==> src/rtl/lsu_seq_pkg.sv <==
// lsu_seq_pkg
//   Shared definitions for the load/store sequencer:
//   - load and store access codes carried on req_func
//   - FSM state encoding
//   - latched request record
//   - helpers that turn an access code into a byte mask and detect whether an
//     access runs past the end of its word.
package lsu_seq_pkg;

  // Load access codes.
  localparam logic [2:0] FUNC_LB  = 3'b000;
  localparam logic [2:0] FUNC_LH  = 3'b001;
  localparam logic [2:0] FUNC_LW  = 3'b010;
  localparam logic [2:0] FUNC_LBU = 3'b100;
  localparam logic [2:0] FUNC_LHU = 3'b101;

  // Store access codes. They share the size field (bits [1:0]) with the loads;
  // req_we tells the two families apart.
  localparam logic [2:0] FUNC_SB  = 3'b000;
  localparam logic [2:0] FUNC_SH  = 3'b001;
  localparam logic [2:0] FUNC_SW  = 3'b010;

  // Sequencer states.
  typedef enum logic [2:0] {
    ST_IDLE  = 3'd0,
    ST_REQ0  = 3'd1,
    ST_RESP0 = 3'd2,
    ST_REQ1  = 3'd3,
    ST_RESP1 = 3'd4,
    ST_DONE  = 3'd5
  } lsu_state_e;

  // Request as captured from the MEM stage.
  typedef struct packed {
    logic        we;
    logic [2:0]  func;
    logic [31:0] addr;
    logic [31:0] wdata;
  } lsu_req_t;

  // Byte mask of an access, right-aligned: 0001 byte, 0011 half, 1111 word.
  // Size code 2'b11 is not a legal access and is treated as a word.
  function automatic logic [3:0] size_mask(input logic [1:0] size_code);
    logic [3:0] m;
    case (size_code)
      2'b00:   m = 4'b0001;
      2'b01:   m = 4'b0011;
      default: m = 4'b1111;
    endcase
    return m;
  endfunction

  // An access crosses into the next word when any mask bit shifts past lane 3.
  function automatic logic crosses_word(input logic [1:0] off,
                                        input logic [3:0] mask);
    logic [7:0] wide;
    wide = {4'b0000, mask} << off;
    return |wide[7:4];
  endfunction

endpackage

==> src/rtl/lsu_seq_align.sv <==
// lsu_seq_align
//   Purely combinational byte-lane steering for lsu_seq.
//   Inputs : off    - byte offset inside the first word (addr[1:0])
//            mask   - right-aligned byte mask of the access size
//            split  - access spans two words
//            wdata  - right-aligned store data
//            rdata0 - first word read back
//            rdata1 - second word read back (ignored unless split)
//   Outputs: be0/be1       - byte enables for the first/second word
//            wdata0/wdata1 - store data moved onto the memory lanes
//            load_data     - loaded bytes realigned to bit 0, upper bytes 0
module lsu_seq_align (
  input  logic [1:0]  off,
  input  logic [3:0]  mask,
  input  logic        split,
  input  logic [31:0] wdata,
  input  logic [31:0] rdata0,
  input  logic [31:0] rdata1,
  output logic [3:0]  be0,
  output logic [3:0]  be1,
  output logic [31:0] wdata0,
  output logic [31:0] wdata1,
  output logic [31:0] load_data
);

  logic [7:0]  be_wide;
  logic [5:0]  sh_lo;     // 8*off, 0..24
  logic [5:0]  sh_hi;     // 8*(4-off), 8..32
  logic [31:0] byte_mask;
  logic [31:0] hi_part;

  // Enables for both words come from one 8-lane shifted mask; the upper
  // nibble is whatever spilled past the end of the first word.
  assign be_wide = {4'b0000, mask} << off;
  assign be0     = be_wide[3:0];
  assign be1     = be_wide[7:4];

  assign sh_lo = {1'b0, off, 3'b000};
  assign sh_hi = 6'd32 - sh_lo;

  assign wdata0 = wdata << sh_lo;
  // The spill-over bytes land at the bottom of the second word.
  assign wdata1 = split ? (wdata >> sh_hi) : 32'h0;

  assign byte_mask = {{8{mask[3]}}, {8{mask[2]}}, {8{mask[1]}}, {8{mask[0]}}};

  // A shift by 32 would be legal but the second word only contributes when
  // the access was actually split.
  assign hi_part   = split ? (rdata1 << sh_hi) : 32'h0;
  assign load_data = ((rdata0 >> sh_lo) | hi_part) & byte_mask;

endmodule

==> src/rtl/lsu_seq.sv <==
// lsu_seq
//   Load/store sequencer between the MEM stage and a word-addressed data
//   memory. One access per instruction; accesses crossing a word boundary are
//   split into two word transfers (or flagged via misalign when SPLIT_EN=0).
//
//   Handshake (memory side): mem_req is held high with stable mem_addr,
//   mem_be and mem_wdata until a cycle with mem_gnt=1. The sequencer then
//   waits in a response state for a cycle with mem_rvalid=1 (read data or
//   write ack). mem_rvalid is only looked at in a response state, so a grant
//   and an rvalid in the same cycle are never merged.
//
//   Ports:
//     clk, rst_n           clock, asynchronous active-low reset
//     req_valid/we/func/addr/wdata   MEM-stage request, held while stall=1
//     stall                freeze IF/ID/EX/MEM (combinational)
//     resp_valid           one-cycle completion pulse
//     resp_rdata           load data realigned to bit 0
//     misalign             one-cycle pulse for a refused cross-word access
//     mem_req/addr/be/wdata  memory request (registered)
//     mem_gnt, mem_rvalid, mem_rdata  memory responses
//     dbg_state, dbg_req   current FSM state and latched request
module lsu_seq
  import lsu_seq_pkg::*;
#(
  parameter bit SPLIT_EN = 1'b1
) (
  input  logic        clk,
  input  logic        rst_n,
  input  logic        req_valid,
  input  logic        req_we,
  input  logic [2:0]  req_func,
  input  logic [31:0] req_addr,
  input  logic [31:0] req_wdata,
  output logic        stall,
  output logic        resp_valid,
  output logic [31:0] resp_rdata,
  output logic        misalign,
  output logic        mem_req,
  output logic [29:0] mem_addr,
  output logic [3:0]  mem_be,
  output logic [31:0] mem_wdata,
  input  logic        mem_gnt,
  input  logic        mem_rvalid,
  input  logic [31:0] mem_rdata,
  output lsu_state_e  dbg_state,
  output lsu_req_t    dbg_req
);

  lsu_state_e  state_q,      state_d;
  lsu_req_t    lat_q,        lat_d;
  logic [31:0] rdata0_q,     rdata0_d;
  logic        resp_valid_q, resp_valid_d;
  logic [31:0] resp_rdata_q, resp_rdata_d;
  logic        misalign_q,   misalign_d;
  logic        mem_req_q,    mem_req_d;
  logic [29:0] mem_addr_q,   mem_addr_d;
  logic [3:0]  mem_be_q,     mem_be_d;
  logic [31:0] mem_wdata_q,  mem_wdata_d;

  lsu_req_t    req_in;
  lsu_req_t    cur;
  logic [1:0]  off;
  logic [3:0]  mask;
  logic        split;
  logic [29:0] word0;
  logic [29:0] word1;
  logic [31:0] al_rdata0;
  logic [3:0]  be0, be1;
  logic [31:0] wdata0, wdata1;
  logic [31:0] load_data;

  assign req_in = '{we: req_we, func: req_func, addr: req_addr, wdata: req_wdata};

  // In IDLE the first word's fields are loaded straight from the incoming
  // request so REQ0 presents them in the very next cycle; afterwards
  // everything works off the latched copy.
  assign cur   = (state_q == ST_IDLE) ? req_in : lat_q;
  assign off   = cur.addr[1:0];
  assign mask  = size_mask(cur.func[1:0]);
  assign split = crosses_word(off, mask);
  assign word0 = cur.addr[31:2];
  assign word1 = word0 + 30'd1;   // wraps modulo 2^30

  // The first word is merged straight from the bus when the access is not
  // split; otherwise it comes from the register captured in RESP0.
  assign al_rdata0 = (state_q == ST_RESP0) ? mem_rdata : rdata0_q;

  lsu_seq_align u_align (
    .off       (off),
    .mask      (mask),
    .split     (split),
    .wdata     (cur.wdata),
    .rdata0    (al_rdata0),
    .rdata1    (mem_rdata),
    .be0       (be0),
    .be1       (be1),
    .wdata0    (wdata0),
    .wdata1    (wdata1),
    .load_data (load_data)
  );

  always_comb begin
    state_d      = state_q;
    lat_d        = lat_q;
    rdata0_d     = rdata0_q;
    resp_valid_d = 1'b0;
    resp_rdata_d = resp_rdata_q;
    misalign_d   = 1'b0;
    mem_req_d    = 1'b0;
    mem_addr_d   = mem_addr_q;
    mem_be_d     = mem_be_q;
    mem_wdata_d  = mem_wdata_q;

    case (state_q)
      ST_IDLE: begin
        if (req_valid) begin
          lat_d = req_in;
          if (split && !SPLIT_EN) begin
            // Refused access: report it and skip the memory entirely.
            state_d      = ST_DONE;
            resp_valid_d = 1'b1;
            misalign_d   = 1'b1;
            resp_rdata_d = 32'h0;
          end else begin
            state_d     = ST_REQ0;
            mem_req_d   = 1'b1;
            mem_addr_d  = word0;
            mem_be_d    = req_we ? be0 : 4'b0000;
            mem_wdata_d = req_we ? wdata0 : 32'h0;
          end
        end
      end

      ST_REQ0: begin
        mem_req_d = 1'b1;
        if (mem_gnt) begin
          state_d   = ST_RESP0;
          mem_req_d = 1'b0;
        end
      end

      ST_RESP0: begin
        if (mem_rvalid) begin
          rdata0_d = mem_rdata;
          if (split) begin
            state_d     = ST_REQ1;
            mem_req_d   = 1'b1;
            mem_addr_d  = word1;
            mem_be_d    = lat_q.we ? be1 : 4'b0000;
            mem_wdata_d = lat_q.we ? wdata1 : 32'h0;
          end else begin
            state_d      = ST_DONE;
            resp_valid_d = 1'b1;
            resp_rdata_d = lat_q.we ? 32'h0 : load_data;
          end
        end
      end

      ST_REQ1: begin
        mem_req_d = 1'b1;
        if (mem_gnt) begin
          state_d   = ST_RESP1;
          mem_req_d = 1'b0;
        end
      end

      ST_RESP1: begin
        if (mem_rvalid) begin
          state_d      = ST_DONE;
          resp_valid_d = 1'b1;
          resp_rdata_d = lat_q.we ? 32'h0 : load_data;
        end
      end

      // DONE releases the pipeline for one cycle and never accepts; the next
      // instruction is picked up from IDLE.
      ST_DONE: begin
        state_d = ST_IDLE;
      end

      default: begin
        state_d = ST_IDLE;
      end
    endcase
  end

  always_ff @(posedge clk or negedge rst_n) begin
    if (!rst_n) begin
      state_q      <= ST_IDLE;
      lat_q        <= '0;
      rdata0_q     <= 32'h0;
      resp_valid_q <= 1'b0;
      resp_rdata_q <= 32'h0;
      misalign_q   <= 1'b0;
      mem_req_q    <= 1'b0;
      mem_addr_q   <= 30'h0;
      mem_be_q     <= 4'b0000;
      mem_wdata_q  <= 32'h0;
    end else begin
      state_q      <= state_d;
      lat_q        <= lat_d;
      rdata0_q     <= rdata0_d;
      resp_valid_q <= resp_valid_d;
      resp_rdata_q <= resp_rdata_d;
      misalign_q   <= misalign_d;
      mem_req_q    <= mem_req_d;
      mem_addr_q   <= mem_addr_d;
      mem_be_q     <= mem_be_d;
      mem_wdata_q  <= mem_wdata_d;
    end
  end

  // Stall must rise in the same cycle the request appears, so it is the one
  // combinational output.
  assign stall = ((state_q == ST_IDLE) && req_valid) ||
                 (state_q == ST_REQ0) || (state_q == ST_RESP0) ||
                 (state_q == ST_REQ1) || (state_q == ST_RESP1);

  assign resp_valid = resp_valid_q;
  assign resp_rdata = resp_rdata_q;
  assign misalign   = misalign_q;
  assign mem_req    = mem_req_q;
  assign mem_addr   = mem_addr_q;
  assign mem_be     = mem_be_q;
  assign mem_wdata  = mem_wdata_q;
  assign dbg_state  = state_q;
  assign dbg_req    = lat_q;

endmodule

==> config.mk <==
export PLATFORM = sky130hd
export DESIGN_NAME = lsu_seq
export DESIGN_NICKNAME = d
export VERILOG_FILES = /design/src/rtl/lsu_seq_pkg.sv /design/src/rtl/lsu_seq_align.sv /design/src/rtl/lsu_seq.sv
export SDC_FILE = /design/constraint.sdc
export NUM_CORES = 1
export LEC_CHECK = 0
export CELL_PAD_IN_SITES_DETAIL_PLACEMENT = 1
export CELL_PAD_IN_SITES_GLOBAL_PLACEMENT = 1
export CORE_UTILIZATION = 42
export DETAILED_ROUTE_END_ITERATION = 16
export PLACE_DENSITY = 0.91
export REMOVE_ABC_BUFFERS = 1
export SLEW_MARGIN = 20
export SYNTH_ARGS = -nofsm -noshare
export SYNTH_HDL_FRONTEND = slang
export SYNTH_SLANG_ARGS = --single-unit
==> constraint.sdc <==
create_clock -name clk -period 9.7 [get_ports clk]
set_input_delay 2.425 -clock clk [delete_from_list [all_inputs] [get_ports clk]]
set_output_delay 2.425 -clock clk [all_outputs]
set_load 0.05 [all_outputs]
==> metrics.csv <==
metric,value,unit
outcome,completed,
async_flop_share,100,%
reg2reg_slack,3.51,ns
startpoint_type,input pin,
ctsHoldBuffers,0,
via_per_inst,6.26,
hold_start,mem_wdata[1],
clk_path_buf_depth,3,
slew_headroom,19.5,%
antenna_found_initial,3,
grt_pass1_wl,73.8,mm
routed_wl,47.1,mm
rows,62,
crit_arrival,7.54,ns
drtAntennaViolNets,0,
grt_pass1_vias,12871,
seq_area_frac_synth,41.3,%
end_kind,register,
hold_viol,0,
fp.dieW,173,um
worst-path-max-fanout,61,
io_buffers,276,
cts_buffers,25,
holdPathEnd,mem_wdata[1],
place.gp.congestion,0.876,
clockRootBuffer,clkbuf_16,
maxCapViolations,0,
synth_area_leaders,"dfrtp_1 (41%), mux2_2 (12%), mux2i_1 (9.5%), nand2_1 (5.7%), o21ai_0 (3.8%)",
cts_setup_buffers,0,
coreArea,0.0288,mm2
netlist.area_leader.share,41.3,%
whs_path_depth,2,
critPathKind,input pin to register,
syn_area,0.0123,mm2
vias,11991,
netlist_instances,1295,
num-nets-final,1618,
die_y,173,um
final.period_utilization,73.3,%
worstPathRequired,10.14,ns
grt_usage,30.9,%
drive_gt1_share,13.9,%
ys_warn_count,0,
path_clk_slew,0.06,ns
r2r_end,mem_wdata[26],
cts_tree,built,
timing.final.crit_period,7.11,ns
drt_iter0_drc,909,
grt-ovfl-total,0,
drc,0,
finalMaxSlewViolations,0,
synth.avg_cell_area,9.50,um2
dieArea,0.0300,mm2
fin_tns_setup,0,ns
ctsHtreeMaxLevel,1,
ys_ff_latch,203,
synth-main-ff-cell,dfrtp_1,
synth_edf_count,0,
ios,278,
fmax,141,MHz
r2r-start,dbg_state[2],
worst_slew_pin_slew,1.20,ns
cts_sinks,203,
post-dp-hpwl,30.7,mm
area_delta_synth_final,30.7,%
cp-startpoint,req_addr[1],
skew,0.0219,ns
worstSkewPairLatency,0.54,ns
hold_ws,0.480,ns
rsz0062_at_grt,no,
hp-class,register to register,
grt_max_degree,75,
reg2reg_depth,11,
cts_resized,0,
synth_largest_area_cell,dfrtp_1,
setup_viol,0,
dr.pass1.iters,5,
wl_per_cell,24.6,um
ys_types,66,
initial_core_util,42.8,%
==> per-layer routing <==
layer / GRT usage (%) / part of all wire (%) / vias up
met4: 16.2 / 5.1 / 2
met2: 50.6 / 47 / 577
met3: 7.50 / 8.3 / 164
li1: - / - / 5218
met1: 37.8 / 39 / 6030
met5: 0 / 0.026 / -
==> cells in the mapped netlist (6+ instances only) <==
cell type,count
o22ai_1,44
o221a_2,8
and3_1,10
and2_1,8
a31oi_1,17
nor2_1,61
nand3_1,34
nor3_1,37
mux2i_1,117
o21ai_1,6
a221o_1,8
buf_1,12
xor2_1,18
a22oi_1,8
a211oi_1,15
buf_2,29
a21boi_0,8
o2111ai_1,8
a2bb2oi_1,6
o41ai_1,8
mux2_2,126
nand2_1,186
nand4_1,17
dfrtp_1,203
o21ai_0,93
xnor2_1,7
o31ai_1,9
nand2b_1,10
clkbuf_1,56
a21oi_1,44
o221ai_1,13
==> placed cells by master, fill, tap and decap left out, drive strengths merged, types with 18 or more instances in the layout <==
cell	netlist	layout
xor2	18	18
a21oi	44	44
o22ai	44	44
clkdlybuf4s50	0	275
dfrtp	203	203
clkbuf	56	41
mux2	126	126
nor2	61	61
nor3	41	41
mux2i	117	117
nand2	186	186
o21ai	100	100
nand3	34	34
==> worst max-delay path by stage <==
| stage | endpoint | slack [ns] | cells after the start |
|---|---|---|---|
| 4_1_cts | mem_wdata[31] | 2.57 | 10 |
| 6_report | mem_wdata[26] | 2.59 | 10 |
| 5_1_grt | mem_wdata[28] | 2.55 | 10 |
| 3_3_place_gp | mem_wdata[31] | 2.26 | 10 |
| 3_5_place_dp | mem_wdata[27] | 2.10 | 10 |
| 2_1_floorplan | mem_addr[0] | 1.29 | 3 |
==> state kept, by name, summed over array words and instances (netlist names) <==
| register | flops |
|---|---|
| mem_addr | 30 |
| dbg_state | 3 |
| resp_rdata | 32 |
| mem_wdata | 32 |
| rdata0_q | 32 |
| mem_be | 4 |
| resp_valid | 1 |
| dbg_req | 68 |
| mem_req | 1 |
==> metrics by stage <==
step                      setup WS [ns]  instances  util [%]  area (um2)
after floorplan                    1.29       1192         -       11800
after global placement             2.26       1868      53.0       15200
after detailed placement           2.10       1868      53.0       15200
after CTS                          2.57       1914      55.8       16100
after global routing               2.55       1915      55.9       16100
final                              2.59       1915      55.9       16100
==> worst max-delay path, stage by stage <==
cell	delay, ns
clkdlybuf4s50_1	0.60
mux2_2	0.62
clkinv_1	1.00
ha_4	0.78
nor3b_1	0.89
nand2_1	0.30
nand2_1	0.13
nand2_1	0.27
a2bb2oi_1	0.27
o21ai_0	0.22
==> logic make-up (layout without fill, tap and decap cells) <==
| group | after synthesis | count (layout) | synth area share, % |
|---|---|---|---|
| buffers and inverters | 109 | 344 | 3.95 |
| flip-flops | 203 | 203 | 41.3 |
| AND/OR/NAND/NOR | 389 | 389 | 14.4 |
| XOR/XNOR | 25 | 25 | 1.78 |
| adder cells (fa/ha/maj) | 2 | 2 | 0.203 |
| AO/OA/AOI/OAI | 323 | 323 | 17.3 |
| multiplexers | 243 | 243 | 21.0 |
| other | 1 | 2 | 0.0305 |
==> cell type report <==
class	instances	area, um2
inverters	6	22.5
diodes	1	2.50
clock inverters	6	58.8
fillers	3156	12700
clock buffers	40	762
flip-flops and latches	203	5080
well taps	384	480
repair buffers	292	2890
multi-input cells	983	6790
Power is not shown: default switching activity piles up to over one toggle a cycle in this logic, so the estimate is an artifact.
